## config.mk

```make
export PLATFORM = sky130hd
export DESIGN_NAME = rgb_fifo_pixel_reader
export DESIGN_NICKNAME = d
export VERILOG_FILES = /design/src/rtl/rgb_fifo_pixel_reader.sv
export SDC_FILE = /design/constraint.sdc
export NUM_CORES = 1
export LEC_CHECK = 0
export BUFFER_PORTS_ARGS = -buffer_cell sky130_fd_sc_hd__buf_2
export CAP_MARGIN = 20
export CORE_MARGIN = 2
export CORE_UTILIZATION = 50
export CTS_CLUSTER_DIAMETER = 200
export DETAILED_ROUTE_END_ITERATION = 7
export GPL_TIMING_DRIVEN = 1
export MAX_ROUTING_LAYER = met4
export PLACE_DENSITY_LB_ADDON = 0.05
export SYNTH_ARGS = -nofsm -noshare
export SYNTH_HDL_FRONTEND = slang
export SYNTH_SLANG_ARGS = --single-unit
```

## constraint.sdc

```tcl
create_clock -name rgb_clk -period 2.09 [get_ports rgb_clk]
set_input_delay 0.209 -clock rgb_clk [delete_from_list [all_inputs] [get_ports rgb_clk]]
set_output_delay 0.209 -clock rgb_clk [all_outputs]
set_load 0.01 [all_outputs]
```

## src/rtl/rgb_fifo_pixel_reader.sv

```systemverilog
// Pops RGB565 pixels from a FWFT FIFO in step with display enable, locks to SOF-tagged frames, outputs RGB888.
// Optional colour-bar generator with test_en input: define RGB_FIFO_PIXEL_READER_TESTPAT_EN.
module rgb_fifo_pixel_reader #(
  parameter int                DATA_W   = 16,
  parameter int                H_ACTIVE = 800,
  parameter int                V_ACTIVE = 480,
  parameter bit                VS_POL   = 1'b0,
  parameter logic [DATA_W-1:0] FILL_PIX = 16'h0000
) (
  input  logic              rgb_clk,
  input  logic              rgb_rst_n,
  input  logic              in_hs,
  input  logic              in_vs,
  input  logic              in_de,
  input  logic [DATA_W:0]   fifo_rd_data,
  input  logic              fifo_empty,
`ifdef RGB_FIFO_PIXEL_READER_TESTPAT_EN
  input  logic              test_en,
`endif
  output logic              fifo_rd_en,
  output logic              out_hs,
  output logic              out_vs,
  output logic              out_de,
  output logic [23:0]       out_rgb,
  output logic              frame_locked,
  output logic [15:0]       underflow_cnt
);

  localparam int COL_W  = $clog2(H_ACTIVE + 1);
  localparam int LINE_W = $clog2(V_ACTIVE + 1);

  typedef enum logic [1:0] {ST_SEEK, ST_ARMED, ST_RUN} state_t;

  state_t              state, state_nx;
  logic [COL_W-1:0]    col;
  logic [LINE_W-1:0]   line;
  logic                vs_d;
  logic                vs_seen;
  logic                tag;
  logic [DATA_W-1:0]   head_pix;
  logic [DATA_W-1:0]   pix_sel;
  logic                vs_edge;
  logic                first_pix;
  logic                uf_inc;

  function automatic logic [23:0] expand(input logic [DATA_W-1:0] p);
    return {p[15:11], p[15:13], p[10:5], p[10:9], p[4:0], p[4:2]};
  endfunction

`ifdef RGB_FIFO_PIXEL_READER_TESTPAT_EN
  localparam int BAR_W = H_ACTIVE / 8;

  function automatic logic [23:0] bar_rgb(input logic [COL_W-1:0] c);
    logic [2:0] idx;
    if (c >= COL_W'(7 * BAR_W)) idx = 3'd7;
    else                         idx = 3'(c / COL_W'(BAR_W));
    case (idx)
      3'd0:    return 24'hFFFFFF;
      3'd1:    return 24'hFFFF00;
      3'd2:    return 24'h00FFFF;
      3'd3:    return 24'h00FF00;
      3'd4:    return 24'hFF00FF;
      3'd5:    return 24'hFF0000;
      3'd6:    return 24'h0000FF;
      default: return 24'h000000;
    endcase
  endfunction
`endif

  // vs_seen keeps a reset in mid-frame from joining that frame: first_pix
  // only becomes possible once a real vsync edge has cleared the counters.
  always_comb begin
    // NOTE: every combinational output gets a default first so no path leaves it unassigned (no latch).
    tag        = fifo_rd_data[DATA_W];
    head_pix   = fifo_rd_data[DATA_W-1:0];
    vs_edge    = (in_vs == VS_POL) && (vs_d != VS_POL);
    first_pix  = in_de && (col == '0) && (line == '0) && vs_seen;
    state_nx   = state;
    fifo_rd_en = 1'b0;
    pix_sel    = FILL_PIX;
    uf_inc     = 1'b0;
    unique case (state)
      ST_SEEK: begin
        fifo_rd_en = ~fifo_empty & ~tag;
        if (~fifo_empty && tag) state_nx = ST_ARMED;
      end
      ST_ARMED: begin
        if (first_pix && ~fifo_empty && tag) begin
          fifo_rd_en = 1'b1;
          pix_sel    = head_pix;
          state_nx   = ST_RUN;
        end
      end
      ST_RUN: begin
        if (in_de) begin
          if (fifo_empty) begin
            uf_inc   = 1'b1;
            state_nx = ST_SEEK;
          end else if (tag != first_pix) begin
            state_nx = ST_SEEK;
          end else begin
            fifo_rd_en = 1'b1;
            pix_sel    = head_pix;
          end
        end
      end
      default: state_nx = ST_SEEK;
    endcase
`ifdef RGB_FIFO_PIXEL_READER_TESTPAT_EN
    if (test_en) begin
      fifo_rd_en = 1'b0;
      uf_inc     = 1'b0;
      state_nx   = ST_SEEK;
    end
`endif
  end

  // NOTE: all sequential state uses non-blocking assignments so every register samples pre-edge values.
  always_ff @(posedge rgb_clk or negedge rgb_rst_n) begin
    if (!rgb_rst_n) begin
      state         <= ST_SEEK;
      frame_locked  <= 1'b0;
      out_hs        <= 1'b0;
      out_vs        <= 1'b0;
      out_de        <= 1'b0;
      out_rgb       <= 24'h0;
      underflow_cnt <= 16'h0;
      col           <= '0;
      line          <= '0;
      vs_d          <= ~VS_POL;
      vs_seen       <= 1'b0;
    end else begin
      state        <= state_nx;
      frame_locked <= (state_nx == ST_RUN);
      out_hs       <= in_hs;
      out_vs       <= in_vs;
      out_de       <= in_de;
      vs_d         <= in_vs;
      if (vs_edge) vs_seen <= 1'b1;

      if (vs_edge) begin
        col  <= '0;
        line <= '0;
      end else begin
        col <= in_de ? col + 1'b1 : '0;
        // out_de doubles as the previous-cycle DE for falling-edge detection
        if (out_de && !in_de && line != '1) line <= line + 1'b1;
      end

      out_rgb <= in_de ? expand(pix_sel) : 24'h0;
`ifdef RGB_FIFO_PIXEL_READER_TESTPAT_EN
      if (test_en && in_de) out_rgb <= bar_rgb(col);
`endif

      if (uf_inc && underflow_cnt != 16'hFFFF) underflow_cnt <= underflow_cnt + 16'h1;
    end
  end

endmodule

```

==> run summary, run 1 <==
Hold WC Path Type = input port to flop
Vias = 2039
First-pass GRT wire length = 8800 um
Final setup violation count = 1
Setup_tns = -0.0645 ns
Slew Viols, Final = 0
Cell taking the most area after synthesis = dfrtp_1
IO Count = 68
Crit. End Element = output port
Gr ovfl total = 0
Fmax = 464 MHz
Crit Path Category = flop to output port
Diode count = 0
Final design utilization = 0.643
Clock Latency Late Sink = 0.33 ns
Bufs on Longest Clock Path = 2
Max IR drop VDD = 0.000565 V
Crit path time final = 2.15 ns
Final period util = 1.03
Critical Path RT = 1.88 ns
Final WL = 5200 um
Synth warn = 0
Synthesized flop and latch total = 59
Area of the die = 6120 um^2
Initial antenna violation count = 0
TritonCTS sink count = 59
Initial DRC Count = 84
Critical path fanouts, max = 6
Worst Skew = 0.00449 ns
Measured slew at the worst slew-check pin = 0.538 ns
Mapped cell area = 2760 um^2
Share of layout cells above drive strength 1 = 0.333
Synth Instances = 247
Lkg Pwr = 1.77 nW
Fin worst setup slack = -0.0645 ns
Worst Reg-to-Reg Cells = 10
Max cap viols = 0
Vias in the first global route = 1938
Setup crit start kind = flop
Power Total = 2.67 mW
Clock Pin Slew Worst Setup and Hold Paths = 0.06 ns
Synth area leaders = dfrtp_1, xnor2_1, ha_1
Core box area = 5410 um^2
CTS tree = built
Largest net degree at the start of global routing = 25
Syn_nets = 280
Filler cells = 460
PwrDens = 768 nW/um^2
Row count = 27
Dpl ws = 0.105 ns
Fin nets = 364
Clk root buf = clkbuf_8
Yosys cell types = 42
# H-tree levels = 3
Final routed DRC violation total = 0
Data arrival time of the critical path = 1.95 ns
Die width = 78.2 um
DRT antenna net count = 0
Area growth syn-to-layout = 26.1%
Area occupied by multi-input gates = 1190 um^2
RSZ-0062 raised after global routing = yes
DR WL/cell = 12.7 um
Routed vias/inst = 5.00
Status = finished with violations
Gr usage total = 0.193
Seq/Total Area, Yosys = 0.536
Pre-antenna DRT Iters = 4
Max_slew headroom = 0.642
Starting Density = 0.510
Average size of a mapped cell = 11.2 um^2
Die height = 78.2 um
DP HPWL = 3740 um
Gp weighted congestion = 0.775
Number of I/O port buffers = 67
Worst hold stages = 2
Share of the synthesized area in the top cell type = 0.527
Sequential standard cell area = 1480 um^2
Violated checks = negative setup slack
Hold Vio Cnt, Final = 0
CTS buffer count = 9
## layout make-up
class                   count  share of cell area
flip-flops and latches     59               0.426
multi-input cells         168               0.342
repair buffers             85               0.138
clock buffers              14              0.0497
well taps                  72              0.0259
clock inverters             2              0.0101
inverters                   8             0.00865
## cells by family (layout without fill, tap and decap cells)
kind of cell | after synthesis | after routing | synth area share
flops | 59 | 59 | 0.536
simple gates | 107 | 107 | 0.225
mux | 3 | 3 | 0.0118
xor+xnor | 27 | 27 | 0.0858
compound gates | 21 | 21 | 0.0545
fa+ha+maj | 10 | 10 | 0.0454
buf+inv | 20 | 109 | 0.0413
## final timing paths
kind	from	end	slack, ns
worst min register to register	vs_seen	vs_seen	0.47
max in group asynchronous	rgb_rst_n	underflow_cnt[2]	1.07
worst max register to register	line[0]	line[7]	0.06
min in group asynchronous	rgb_rst_n	line[5]	0.39
worst max-delay path	col[4]	fifo_rd_en	-0.06
worst min-delay path	fifo_rd_data[15]	out_rgb[18]	0.08
## registers in the layout (all words and copies together) (netlist names)
name,flops
vs_d,1
frame_locked,1
state,2
out_rgb,16
out_hs,1
col,10
line,9
underflow_cnt,16
out_vs,1
out_de,1
vs_seen,1
## routing by layer
layer,GRT usage,share of wire
met1,0.241,0.46
met2,0.299,0.48
met3,0.0402,0.033
met4,0.100,0.022
met5,-,0
## cell usage after synthesis
cell type / instances
o31ai_1: 1
dfrtp_1: 58
or4_1: 1
a311oi_1: 1
a311oi_2: 1
nand3_1: 8
and2_1: 19
nor4_1: 1
nor4_2: 2
or2_2: 2
a221oi_1: 1
mux2_2: 2
and4_1: 4
nand2_1: 17
a2bb2oi_1: 1
buf_4: 8
xor2_1: 11
buf_6: 1
nor3b_2: 1
nor4b_4: 1
buf_2: 1
inv_1: 8
ha_1: 10
o21ai_0: 5
a21oi_1: 6
nor2b_1: 6
dfstp_2: 1
and3_1: 3
nor2_1: 22
nor3_1: 2
nand4_1: 11
o21a_1: 1
nor4b_2: 1
a211oi_2: 1
mux2i_1: 1
o2111ai_1: 1
and4b_1: 1
xnor2_1: 16
clkbuf_1: 2
nand2b_1: 2
a41oi_1: 2
or3_1: 3
## report_power, final
part / switching (mW) / internal (mW)
clock network: 0.419 / 0.648
registers: 0.0382 / 1.19
logic: 0.197 / 0.178
## critical path, stage by stage (launching register included)
cell and delay (ns):
dfrtp_2 0.45, nor4_4 0.32, nand2_1 0.10, or4_1 0.47
nand2_1 0.10, nor4_2 0.04, buf_2 0.14
## through the flow
stage                     cell area, um^2  hold WS [ns]  std cells
after floorplan                      2760       -0.0866        247
after global placement               3180         0.226        385
after detailed placement             3180         0.220        385
after CTS                            3470        0.0684        408
after global routing                 3470        0.0718        408
final                                3470        0.0801        408
## placed cells by master (no fill, tap or decap), types with 2 or more instances in the layout
master,instances
buf_2,67
dfrtp_1,56
nor2_1,22
and2_1,19
nand2_1,17
xnor2_1,16
buf_4,15
clkbuf_8,12
nand4_1,11
xor2_1,11
ha_1,10
nand3_1,8
inv_1,7
nor2b_1,6
a21oi_1,6
o21ai_0,5
and4_1,4
or3_1,3
and3_1,3
dlygate4sd3_1,3
nor4b_4,2
nor4_2,2
mux2_2,2
nand2b_1,2
a41oi_1,2
nor3_1,2
or2_2,2
clkbuf_1,2
dfrtp_2,2
## what timing repair did
item | 4_1_cts | 5_1_grt
hold endpoints to repair | 21 | 0
pin swaps | 2 | 2
hold buffers | 3 | 0
setup buffers | 4 | 0
setup endpoints to repair | 1 | 6
resized for setup | 5 | 1
No activity file was read; power rests on OpenSTA's default activity.
==> run 2: changes to the inputs <==
Settings changed: BUFFER_PORTS_ARGS -buffer_cell sky130_fd_sc_hd__buf_2 to -buffer_cell sky130_fd_sc_hd__buf_4.
==> run 2 against run 1 <==
Against the previous run: the run still ends with negative setup slack left; clock skew rose by 0.0019 ns; via count rose by 3.1%; global-route usage rose by 2.1 points; largest power group unchanged; non-clock buffer count rose by 3; clock-buffer cell count fell by 2; combinational power rose by 17%; sequential share of layout area fell by 2.7 points; die area did not move; routed wire length rose by 8.3%; design area rose by 7.1%; clock power barely moved.
==> run summary, run 2 (synthesis gave the netlist of run 1 again) <==
Max stage delay on crit path = 0.41 ns (-0.06 ns)
Data arrival time of the critical path = 1.94 ns (about the same)
Fin worst setup slack = -0.0556 ns (+0.00885 ns)
Max cap viols = 0 (unchanged)
Max IR drop VDD = 0.000446 V (-21%)
DRT antenna net count = 0 (unchanged)
Reg2reg start = line[0]
Hold WC Path Type = input port to flop
Core box area = 5410 um^2 (unchanged)
Setup_tns = -0.0556 ns (+0.00885 ns)
Setup crit start kind = flop
Final setup violation count = 1 (unchanged)
Die width = 78.2 um (unchanged)
Clock Latency Late Sink = 0.33 ns (about the same)
# H-tree levels = 3 (unchanged)
Gr usage total = 0.214 (+0.0214)
Max_slew headroom = 0.505 (-0.137)
Area growth syn-to-layout = 35.0%
Final period util = 1.03 (-0.00424)
Vias in the first global route = 2140 (+10%)
Worst path slowest cell = or4_1
CTS tree = built
Largest regs = out_rgb (16), underflow_cnt (16), col (10)
Violated checks = negative setup slack
First-pass GRT wire length = 9830 um (+12%)
PwrDens = 737 nW/um^2 (-4.0%)
Number of I/O port buffers = 67 (unchanged)
CTS buffer count = 9 (unchanged)
TritonCTS sink count = 59 (unchanged)
Measured slew at the worst slew-check pin = 0.743 ns (+0.205 ns)
Share of layout cells above drive strength 1 = 0.363 (+0.0295)
Gp weighted congestion = 0.778 (+0.40%)
DP Area = 3320 um^2 (+4.6%)
Crit Path Category = flop to output port
Crit. End Element = output port
Final routed DRC violation total = 0 (unchanged)
Clock Pin Slew Worst Setup and Hold Paths = 0.07 ns (about the same)
Routed vias/inst = 5.11 (+2.3%)
Worst Hold Slack = 0.0781 ns (-0.00207 ns)
Pre-antenna DRT Iters = 4 (unchanged)
Most frequent cells in the layout = buf_4, dfrtp_1, nor2_1, and2_1, nand2_1
Slew Viols, Final = 0 (unchanged)
Initial DRC Count = 59 (-30%)
Bufs on Longest Clock Path = 2 (unchanged)
# placed instances = 382 (-0.78%)
Area occupied by multi-input gates = 1230 um^2 (+3.7%)
Critical Path RT = 1.88 ns (about the same)
Critical path fanouts, max = 3 (-3)
Fin nets = 367 (+0.82%)
Crit. Startpoint = line[0]
Commonest non-fill, non-tap cell in the layout = buf_4
Diode count = 0 (unchanged)
Lkg Pwr = 1.81 nW (+1.9%)
Worst hold start = in_de
Crit path time final = 2.15 ns (-0.00885 ns)
DR WL/cell = 13.7 um (+7.5%)
Largest net degree at the start of global routing = 60 (+140%)
Row count = 27 (unchanged)
IO Count = 68 (unchanged)
Vias = 2102 (+3.1%)
Final WL = 5630 um (+8.3%)
Layout Cells excl Fill = 411 (+0.74%)
Initial antenna violation count = 0 (unchanged)
Area of the die = 6120 um^2 (unchanged)
RSZ-0062 raised after global routing = yes
Worst Skew = 0.00638 ns (+0.00190 ns)
Fmax = 466 MHz (+0.41%)
Hold Vio Cnt, Final = 0 (unchanged)
Design area = 3720 um^2 (+7.1%)
Dpl ws = 0.145 ns (+0.0393 ns)
Status = finished with violations
Starting Density = 0.510 (unchanged)
Sequential standard cell area = 1480 um^2 (+0.17%)
Clk root buf = clkbuf_8
Filler cells = 427 (-7.2%)
Crit path cell chain = inv_1, ha_1, nor4b_4, nand4_1, or4_1, nand2_1, nor4_1, buf_4
Gr ovfl total = 0 (unchanged)
DP HPWL = 3750 um (+0.28%)
Die height = 78.2 um (unchanged)
## run 2: layer usage
metal,up-vias,GRT usage,share of wire
met5,-,-,0
li1,1016,-,-
met4,0,0.0877,0.020
met2,52,0.340,0.50
met1,1023,0.254,0.43
met3,11,0.0701,0.044
## run 2: worst max-delay path, delay by kind of cell (launching register included)
family                   cells  cell delay, ns
adder cells (fa/ha/maj)      1            0.14
AND/OR/NAND/NOR              5            0.87
flip-flops                   1            0.38
buffers and inverters        2            0.21
## run 2: path summary, 6_finish.rpt
path / to / slack [ns] / cells after the start
min in group asynchronous: line[3] / 0.47 / 2
max in group asynchronous: col[5] / 1.06 / 2
max: fifo_rd_en / -0.06 / 8
max reg2reg: line[7] / 0.07 / 10
min: out_de / 0.08 / 1
min reg2reg: vs_seen / 0.46 / 1
## run 2: power breakdown
group | total, mW | leakage, nW | internal (mW) | switching [mW]
Combinational | 0.436 | 0.901 | 0.220 | 0.216
Clock | 1.08 | 0.108 | 0.644 | 0.433
Sequential | 1.23 | 0.796 | 1.19 | 0.0410
Total | 2.74 | 1.81 | 2.05 | 0.690
## run 2: area by class of cell
class                      count  area share
timing repair buffer          88       0.181
multi-input combinational    168       0.331
clock inverter                 4      0.0128
sequential                    59       0.399
inverter                       8     0.00808
tap                           72      0.0242
clock buffer                  12      0.0444
## run 2: per-stage QoR
step / power, mW / util
after floorplan: 1.45 / -
after global placement: 1.60 / 0.615
after detailed placement: 1.60 / 0.615
after CTS: 2.74 / 0.678
after global routing: 2.90 / 0.688
final: 2.74 / 0.688
## run 2: repair_timing
item                                    4_1_cts  5_1_grt
resized for setup                             8       10
endpoints found under the setup margin        1       24
hold buffers                                  3        0
pin swaps                                     4        9
setup buffers                                 9        2
hold endpoints to repair                     61        0
==> run 3: changes to the inputs <==
Clock period 2.09 ns to 2.25 ns, I/O delays scaled along.
==> run 3 against run 2 <==
Against the previous run: flip-flop and latch count unchanged; clock power shrank 14%; power down 10%; non-clock buffer count fell by 8; combinational power fell by 10%; largest cell class unchanged; critical path depth fell by 2; clock-buffer cell count decreased by 3; the run still ends with negative setup slack left.
==> run summary, run 3 (synthesis gave the netlist of run 1 again) <==
Status = finished with violations
Violated checks = negative setup slack
Starting Density = 0.510 (unchanged)
Crit path cell chain = nor4_4, nand4_1, or4_1, nand2_1, nor4_2, buf_4
Vias = 2014 (-4.2%)
Area growth syn-to-layout = 30.7%
Row count = 27 (unchanged)
Power Total = 2.46 mW (-10%)
Gr usage total = 0.198 (-0.0159)
Commonest non-fill, non-tap cell in the layout = buf_4
Final routed DRC violation total = 0 (unchanged)
Worst path slowest cell = or4_1
Fin nets = 359 (-2.2%)
Crit path time final = 2.31 ns
Setup crit start kind = flop
First-pass GRT wire length = 9120 um (-7.2%)
Core box area = 5410 um^2 (unchanged)
Gp weighted congestion = 0.775 (-0.41%)
Critical path fanouts, max = 5 (+2)
CTS buffer count = 9 (unchanged)
Critical Path RT = 2.03 ns (+0.15 ns)
RSZ-0062 raised after global routing = yes
TritonCTS sink count = 59 (unchanged)
Area occupied by multi-input gates = 1200 um^2 (-2.5%)
Largest regs = out_rgb (16), underflow_cnt (16), col (10)
Routed vias/inst = 5.00 (-2.3%)
Sequential standard cell area = 1480 um^2 (-0.17%)
Family with the most delay on the worst path = simple AND/OR/NAND/NOR gates
Final setup violation count = 1 (unchanged)
Vias in the first global route = 1991 (-7.0%)
Net Sw Power = 0.660 mW (-4.4%)
Hold Vio Cnt, Final = 0 (unchanged)
Clock Pin Slew Worst Setup and Hold Paths = 0.07 ns (about the same)
Filler cells = 442 (+3.5%)
Max IR drop VDD = 0.000457 V (+2.3%)
P_int = 1.80 mW (-12%)
Crit Path Category = flop to output port
Fmax = 433 MHz
Worst Skew = 0.00895 ns (+0.00257 ns)
DRT antenna net count = 0 (unchanged)
Die height = 78.2 um (unchanged)
CTS tree = built
Clock Latency Late Sink = 0.34 ns (about the same)
Gr ovfl total = 0 (unchanged)
Switching share of power = 0.268 (+0.0160)
Largest net degree at the start of global routing = 60 (unchanged)
Final WL = 5330 um (-5.3%)
Data arrival time of the critical path = 2.09 ns (+0.15 ns)
Seq pwr share = 0.462 (+0.014)
Max_slew headroom = 0.516 (+0.0114)
Worst path bufs/invs = 1 (-1)
DR WL/cell = 13.2 um (-3.4%)
Hold WC Path Type = input port to flop
Crit. End Element = output port
Comb power frac = 0.159 (about the same)
# H-tree levels = 3 (unchanged)
Share of layout cells above drive strength 1 = 0.335 (-0.0275)
Max cap viols = 0 (unchanged)
Final period util = 1.03
Area of the die = 6120 um^2 (unchanged)
Clock power share = 0.379 (-0.014)
Worst Hold Slack = 0.0761 ns (-0.00195 ns)
Most frequent cells in the layout = buf_4, dfrtp_1, nor2_1, and2_1, nand2_1
Lkg Pwr = 1.75 nW (-3.0%)
Number of I/O port buffers = 67 (unchanged)
Max stage delay on crit path = 0.54 ns (+0.13 ns)
Pre-antenna DRT Iters = 6 (+2)
Fin worst setup slack = -0.0615 ns (-0.00584 ns)
Diode count = 0 (unchanged)
PwrDens = 684 nW/um^2 (-7.1%)
Clk root buf = clkbuf_8
Initial DRC Count = 100 (+69%)
Die width = 78.2 um (unchanged)
Initial antenna violation count = 0 (unchanged)
Bufs on Longest Clock Path = 2 (unchanged)
Slew Viols, Final = 0 (unchanged)
Measured slew at the worst slew-check pin = 0.726 ns (-0.0171 ns)
IO Count = 68 (unchanged)
DP HPWL = 3670 um (-2.1%)
## run 3: per-layer routing
metal | part of all wire | vias up | track usage
met2 | 0.48 | 48 | 0.307
met1 | 0.46 | 963 | 0.250
met5 | 0 | - | -
met3 | 0.043 | 6 | 0.0506
met4 | 0.013 | 0 | 0.0842
li1 | - | 997 | -
## run 3: layout make-up
type / count / share of cell area
Inverter: 8 / 0.00834
Tap cell: 72 / 0.0250
Clock buffer: 9 / 0.0344
Clock inverter: 7 / 0.0191
Multi-Input combinational cell: 168 / 0.333
Sequential cell: 59 / 0.411
Timing Repair Buffer: 80 / 0.169
## run 3: stage by stage
| stage | instance area [um^2] | util | setup WS (ns) | setup TNS (ns) | cells |
|---|---|---|---|---|---|
| after floorplan | 2760 | - | 0.356 | 0 | 247 |
| after global placement | 3300 | 0.611 | 0.324 | 0 | 379 |
| after detailed placement | 3300 | 0.611 | 0.260 | 0 | 379 |
| after CTS | 3570 | 0.660 | 0.00157 | 0 | 401 |
| after global routing | 3600 | 0.666 | -0.158 | -0.158 | 403 |
| final | 3600 | 0.666 | -0.0615 | -0.0615 | 403 |
## run 3: final timing paths
kind	start	end	slack, ns	cells past startpoint
setup / recovery	line[4]	fifo_rd_en	-0.06	6
hold / removal	in_de	out_de	0.08	1
setup reg to reg	line[0]	line[7]	0.22	11
hold reg to reg	vs_seen	vs_seen	0.47	1
max in group asynchronous	rgb_rst_n	col[2]	1.23	2
min in group asynchronous	rgb_rst_n	line[3]	0.48	2
## run 3: repair_timing
action	CTS	global route
gates resized for setup	4	5
endpoints found under the setup margin	1	1
hold buffers	3	0
buffers inserted	3	2
hold endpoints to repair	60	0
pin swaps	2	3
## run 3: power groups by stage
| stage | Clock [mW] | Sequential (mW) | Combinational (mW) |
|---|---|---|---|
| after floorplan | 0 | 1.16 | 0.185 |
| after global placement | 0 | 1.16 | 0.324 |
| after detailed placement | 0 | 1.16 | 0.330 |
| after CTS | 0.953 | 1.14 | 0.365 |
| after global routing | 1.01 | 1.15 | 0.442 |
| final | 0.934 | 1.14 | 0.392 |
